File: config.mk
export PLATFORM = sky130hd
export DESIGN_NAME = br_recovery_ctrl
export DESIGN_NICKNAME = d
export VERILOG_FILES = /design/src/rtl/br_recovery_ctrl.sv
export SDC_FILE = /design/constraint.sdc
export NUM_CORES = 1
export LEC_CHECK = 0
export BUFFER_PORTS_ARGS = -buffer_cell sky130_fd_sc_hd__buf_2
export CORE_UTILIZATION = 45
export DETAILED_ROUTE_END_ITERATION = 10
export PLACE_DENSITY = 0.89
export RECOVER_POWER = 50
export SLEW_MARGIN = 15
export SYNTH_ARGS = -nofsm -noshare
export SYNTH_HDL_FRONTEND = slang
export SYNTH_SLANG_ARGS = --single-unit
File: constraint.sdc
create_clock -name clk -period 2.25 [get_ports clk]
set_input_delay 0 -clock clk [delete_from_list [all_inputs] [get_ports clk]]
set_output_delay 0 -clock clk [all_outputs]
set_load 0.02 [all_outputs]
File: src/rtl/br_recovery_ctrl.sv
// Branch-mispredict recovery sequencer: flush window, RAT restore pulse, frontend redirect, one-cycle drain.
// Optional perf counters are built only when BR_PERF_CNT_EN is defined.
module br_recovery_ctrl #(
  parameter int PC_W         = 32,
  parameter int FLUSH_CYCLES = 2
) (
  input  logic            clk,
  input  logic            rst,
  input  logic            commit_valid,
  input  logic            commit_is_ctrl,
  input  logic            commit_mispredict,
  input  logic [PC_W-1:0] commit_target,
  output logic            commit_stall,
  output logic            backend_flush,
  output logic            rat_restore,
  output logic            redirect_valid,
  output logic [PC_W-1:0] redirect_pc,
  input  logic            redirect_ready,
  output logic [31:0]     perf_br_cnt,
  output logic [31:0]     perf_mp_cnt,
  output logic [1:0]      fsm_state
);

  // Redirect handshake: redirect_valid rises in REDIRECT and stays high with a
  // stable redirect_pc until the first cycle redirect_ready is also high.
  typedef enum logic [1:0] {
    IDLE     = 2'd0,
    FLUSH    = 2'd1,
    REDIRECT = 2'd2,
    DRAIN    = 2'd3
  } state_t;

  localparam logic [3:0] CNT_INIT = 4'(FLUSH_CYCLES - 1);

  state_t          state_q, state_d;
  logic [3:0]      cnt_q, cnt_d;
  logic [PC_W-1:0] pc_q, pc_d;
  logic            ctrl_commit;
  logic            trigger;

  assign ctrl_commit = commit_valid & commit_is_ctrl;
  assign trigger     = ctrl_commit & commit_mispredict;

  always_comb begin
    state_d = state_q;
    cnt_d   = cnt_q;
    pc_d    = pc_q;
    case (state_q)
      IDLE: begin
        if (trigger) begin
          state_d = FLUSH;
          cnt_d   = CNT_INIT;
          pc_d    = commit_target;
        end
      end
      FLUSH: begin
        if (cnt_q == 4'd0) begin
          state_d = REDIRECT;
        end else begin
          cnt_d = cnt_q - 4'd1;
        end
      end
      REDIRECT: begin
        if (redirect_ready) begin
          state_d = DRAIN;
        end
      end
      DRAIN: begin
        state_d = IDLE;
      end
      default: begin
        state_d = IDLE;
      end
    endcase
  end

  always_ff @(posedge clk) begin
    if (!rst) begin
      state_q <= IDLE;
      cnt_q   <= 4'd0;
      pc_q    <= '0;
    end else begin
      state_q <= state_d;
      cnt_q   <= cnt_d;
      pc_q    <= pc_d;
    end
  end

  // Outputs decode only registered state, so nothing combinational reaches them from inputs.
  assign commit_stall   = (state_q != IDLE);
  assign backend_flush  = (state_q == FLUSH);
  assign rat_restore    = (state_q == FLUSH) && (cnt_q == CNT_INIT);
  assign redirect_valid = (state_q == REDIRECT);
  assign redirect_pc    = pc_q;
  assign fsm_state      = state_q;

`ifdef BR_PERF_CNT_EN
  logic [31:0] br_cnt_q;
  logic [31:0] mp_cnt_q;

  // Mispredicts count only when they actually start a recovery.
  always_ff @(posedge clk) begin
    if (!rst) begin
      br_cnt_q <= 32'd0;
      mp_cnt_q <= 32'd0;
    end else begin
      if (ctrl_commit) begin
        br_cnt_q <= br_cnt_q + 32'd1;
      end
      if (trigger && (state_q == IDLE)) begin
        mp_cnt_q <= mp_cnt_q + 32'd1;
      end
    end
  end

  assign perf_br_cnt = br_cnt_q;
  assign perf_mp_cnt = mp_cnt_q;
`else
  assign perf_br_cnt = 32'd0;
  assign perf_mp_cnt = 32'd0;
`endif

endmodule

==> results.txt <==
----------------------------------------------------
[Status]
  Run status ... finished, violations left
  Violations in the final reports ... DRC

[Route]
  DR vias ... ~1,900
  First DRT Iteration DRCs ... 81
  Remaining antenna violation count ... 0
  Final routed wire length divided by cell count ... 11.3 µm
  DRC ... 22
  Vias/cell ... between 4 and 5
  First-pass detailed-route iteration total ... 7
  Routed wire length ... 4710 µm

[Clock tree]
  CTS tree ... done
  Insertion delay of the later-clocked pin in the worst-skew pair ... 0.28 ns
  Number of buffers added by the clock tree synthesis step ... 5
  CTS H-tree lvls ... 2
  # clock sinks ... 38
  Master cell of the clock root buffer ... clkbuf_8
  Clock-pin slew on the worst setup and hold paths ... 0.07 ns
  Clock Path Buffers ... 2

[Timing]
  Slew of the pin with the lowest slew margin ... 0.624 ns
  Setup_tns ... 0 ns
  Unrepaired setup endpoints after global routing ... no
  Tmin final ... roughly 1.6 ns
  Final count of hold timing violations ... 0
  Final critical-path share of the clock period ... between 70% and 80%
  Clock Skew ... 0.00523 ns
  Final slew viol count ... 0
  Number of setup violations in the final report ... 0
  Worst rel slew slack ... 58.4%
  Fmax achieved ... 614 MHz
  Worst hold slack ... 0.213 ns

[Placed design]
  Final HPWL from detailed placement ... 2950 µm
  Weighted congestion at the end of routability-driven global placement ... between 0.8 and 0.9
  Input/output buffers ... 75

[Setup path]
  Cells along the critical path ... inv_1, ha_1, and4_1, buf_4, nand2_1, a21boi_0
  Crit path buffers/inverters ... 2
  Slowest stage cell, crit path ... dfxtp_1
  Critical path capture point type ... flop
  Crit path max-delay family ... buffers and inverters
  Data arrival time of the critical path ... 1.83 ns
  Slowest Stage Delay on Critical Path ... 0.33 ns
  Critical setup path kind ... flop to flop
  Critical path fanouts, max ... 21
  Worst Setup Start Kind ... flop
  Required time of the critical path ... about 2.5 ns

[Synth]
  Synthesized area divided by synthesized cell count ... 8.14 µm²
  Count of mapped cells out of synthesis ... 261
  Count of cell types in the netlist ... 27
  Number of synthesized flops with an enable pin ... 0
  Number of flip-flops and latches in the synthesized netlist ... 38
  Post-synth top area cell ... dfxtp_1
  Area contributors post-synth ... dfxtp_1, buf_4, nand2_1
  Area fraction of the dominant cell type after synthesis ... between 30% and 40%
  Summed instance area of the synthesized netlist ... 2130 µm²
  Sequential-to-total area share from yosys stat ... 35.8%
  Syn. warnings ... 0
  Primary FF master, synth ... dfxtp_1
  Synth async-reset ratio ... 0%

[Global route]
  Via count of the first global-routing pass ... 1,694
  Pin count of the biggest net entering global routing ... 43
  Congestion Overflow GR ... 0
  Initial antenna violation count ... 0
  Total routing usage reported by global routing ... 18.2%
  Wire length of the first global-routing pass ... between 7000 and 8000 µm

[Floorplanning]
  Ports ... 140
  Die height ... 70.7 µm
  Count of standard-cell rows ... 24
  Effective utilization at floorplan ... 47.8%
  Die Width ... 70.7 µm
  Core Footprint ... 4440 µm²
  Total die area ... 5000 µm²

[Power]
  Leakage power figure ... 1.16 nW
  Maximum vdd ir drop ... 0.580 mV
  Power per unit of standard cell area ... roughly 750 nW/µm²

[Min path]
  Worst hold-check path type ... input pin to flop

[Layout]
  Core occupancy in the finished layout ... 59.7%
  Net count of the finished layout ... 411
  Synthesis-to-layout area growth ... 24.8%
  Most common library cell in the layout ignoring fill and taps ... nand2_1
  Antenna fix cells ... 0
  Ratio of cells with drive above 1 in the final layout ... between 10% and 20%
  Most frequent cells in the layout ... nand2_1, conb_1, dfxtp_1, clkbuf_1, buf_2

[Job]
  Reported max-cap violation count ... 0

----------------------------------------------------
## worst min-delay path, cell delays in order
cell and delay (ns):
buf_2 0.09, nand3_1 0.13, nand3_1 0.12, a32oi_1 0.09
## through the flow
step	power (mW)	setup WS, ns	cell area [µm²]	std cells
after CTS	2.02	0.614	2700	417
after floorplan	1.42	0.657	2360	324
after detailed placement	1.51	0.641	2300	379
after global routing	2.12	0.445	2650	417
final	1.98	0.620	2650	417
after global placement	1.50	0.702	2300	379
## logic make-up after synthesis
kind of cell | synth area share (%)
AOI/OAI and AO/OA | 15.5
adders and majority gates | 4.12
buffers and inverters | 26.6
DFF | 35.8
muxes | 0.471
other | 0.176
and+or+nand+nor | 17.3
## final timing paths
kind | from | endpoint | slack (ns) | depth (start not counted)
worst max-delay path | fsm_state[0]$_SDFFE_PN0P_ | redirect_pc[23]$_SDFFE_PN0P_ | 0.62 | 6
worst min-delay path | commit_is_ctrl | fsm_state[0]$_SDFFE_PN0P_ | 0.21 | 4
worst max register to register | fsm_state[0]$_SDFFE_PN0P_ | redirect_pc[23]$_SDFFE_PN0P_ | 0.62 | 6
worst min register to register | redirect_pc[1]$_SDFFE_PN0P_ | redirect_pc[1]$_SDFFE_PN0P_ | 0.46 | 2
## Yosys cell counts, types with 2 or more instances
| cell | instances |
|---|---|
| o21ai_0 | 2 |
| inv_1 | 8 |
| nand3_1 | 3 |
| nor3b_1 | 2 |
| nand2_1 | 71 |
| nand2b_1 | 3 |
| a32oi_1 | 4 |
| buf_2 | 8 |
| o22ai_1 | 3 |
| a21boi_0 | 29 |
| clkbuf_1 | 4 |
| buf_4 | 64 |
| a21boi_1 | 3 |
| dfxtp_1 | 38 |
| ha_1 | 7 |
## flip-flops by register name, indices dropped and copies added (netlist names)
register	cells
redirect_pc	32
cnt_q	4
fsm_state	2
## layer usage
metal	global-route usage (%)	up-vias	routed length, µm
met1	18.3	855	1840
met2	35.3	95	2500
met5	0	-	0
met3	5.70	4	334
met4	6.22	0	32
li1	-	920	-
## layout make-up
type                            count  area (µm²)
Fill cell                         423        1790
Multi-Input combinational cell    202        1040
Sequential cell                    38         761
Timing Repair Buffer              111         678
Clock buffer                        6        82.6
Tap cell                           52        65.1
Inverter                            8        30.0
## timing repair
| action | in CTS | in global routing |
|---|---|---|
| hold buffers | 32 | 0 |
| setup buffers | 0 | 0 |
| gates resized for setup | 0 | 0 |
| setup endpoints to repair | 0 | 0 |
| hold endpoints to repair | 32 | 0 |
## power breakdown
part	leakage [nW]	internal [mW]	switching (mW)
Combinational	0.810	0.271	0.484
Clock	0.0431	0.236	0.211
Sequential	0.308	0.736	0.0421
Note: power is estimated with default switching activity, not from simulation.
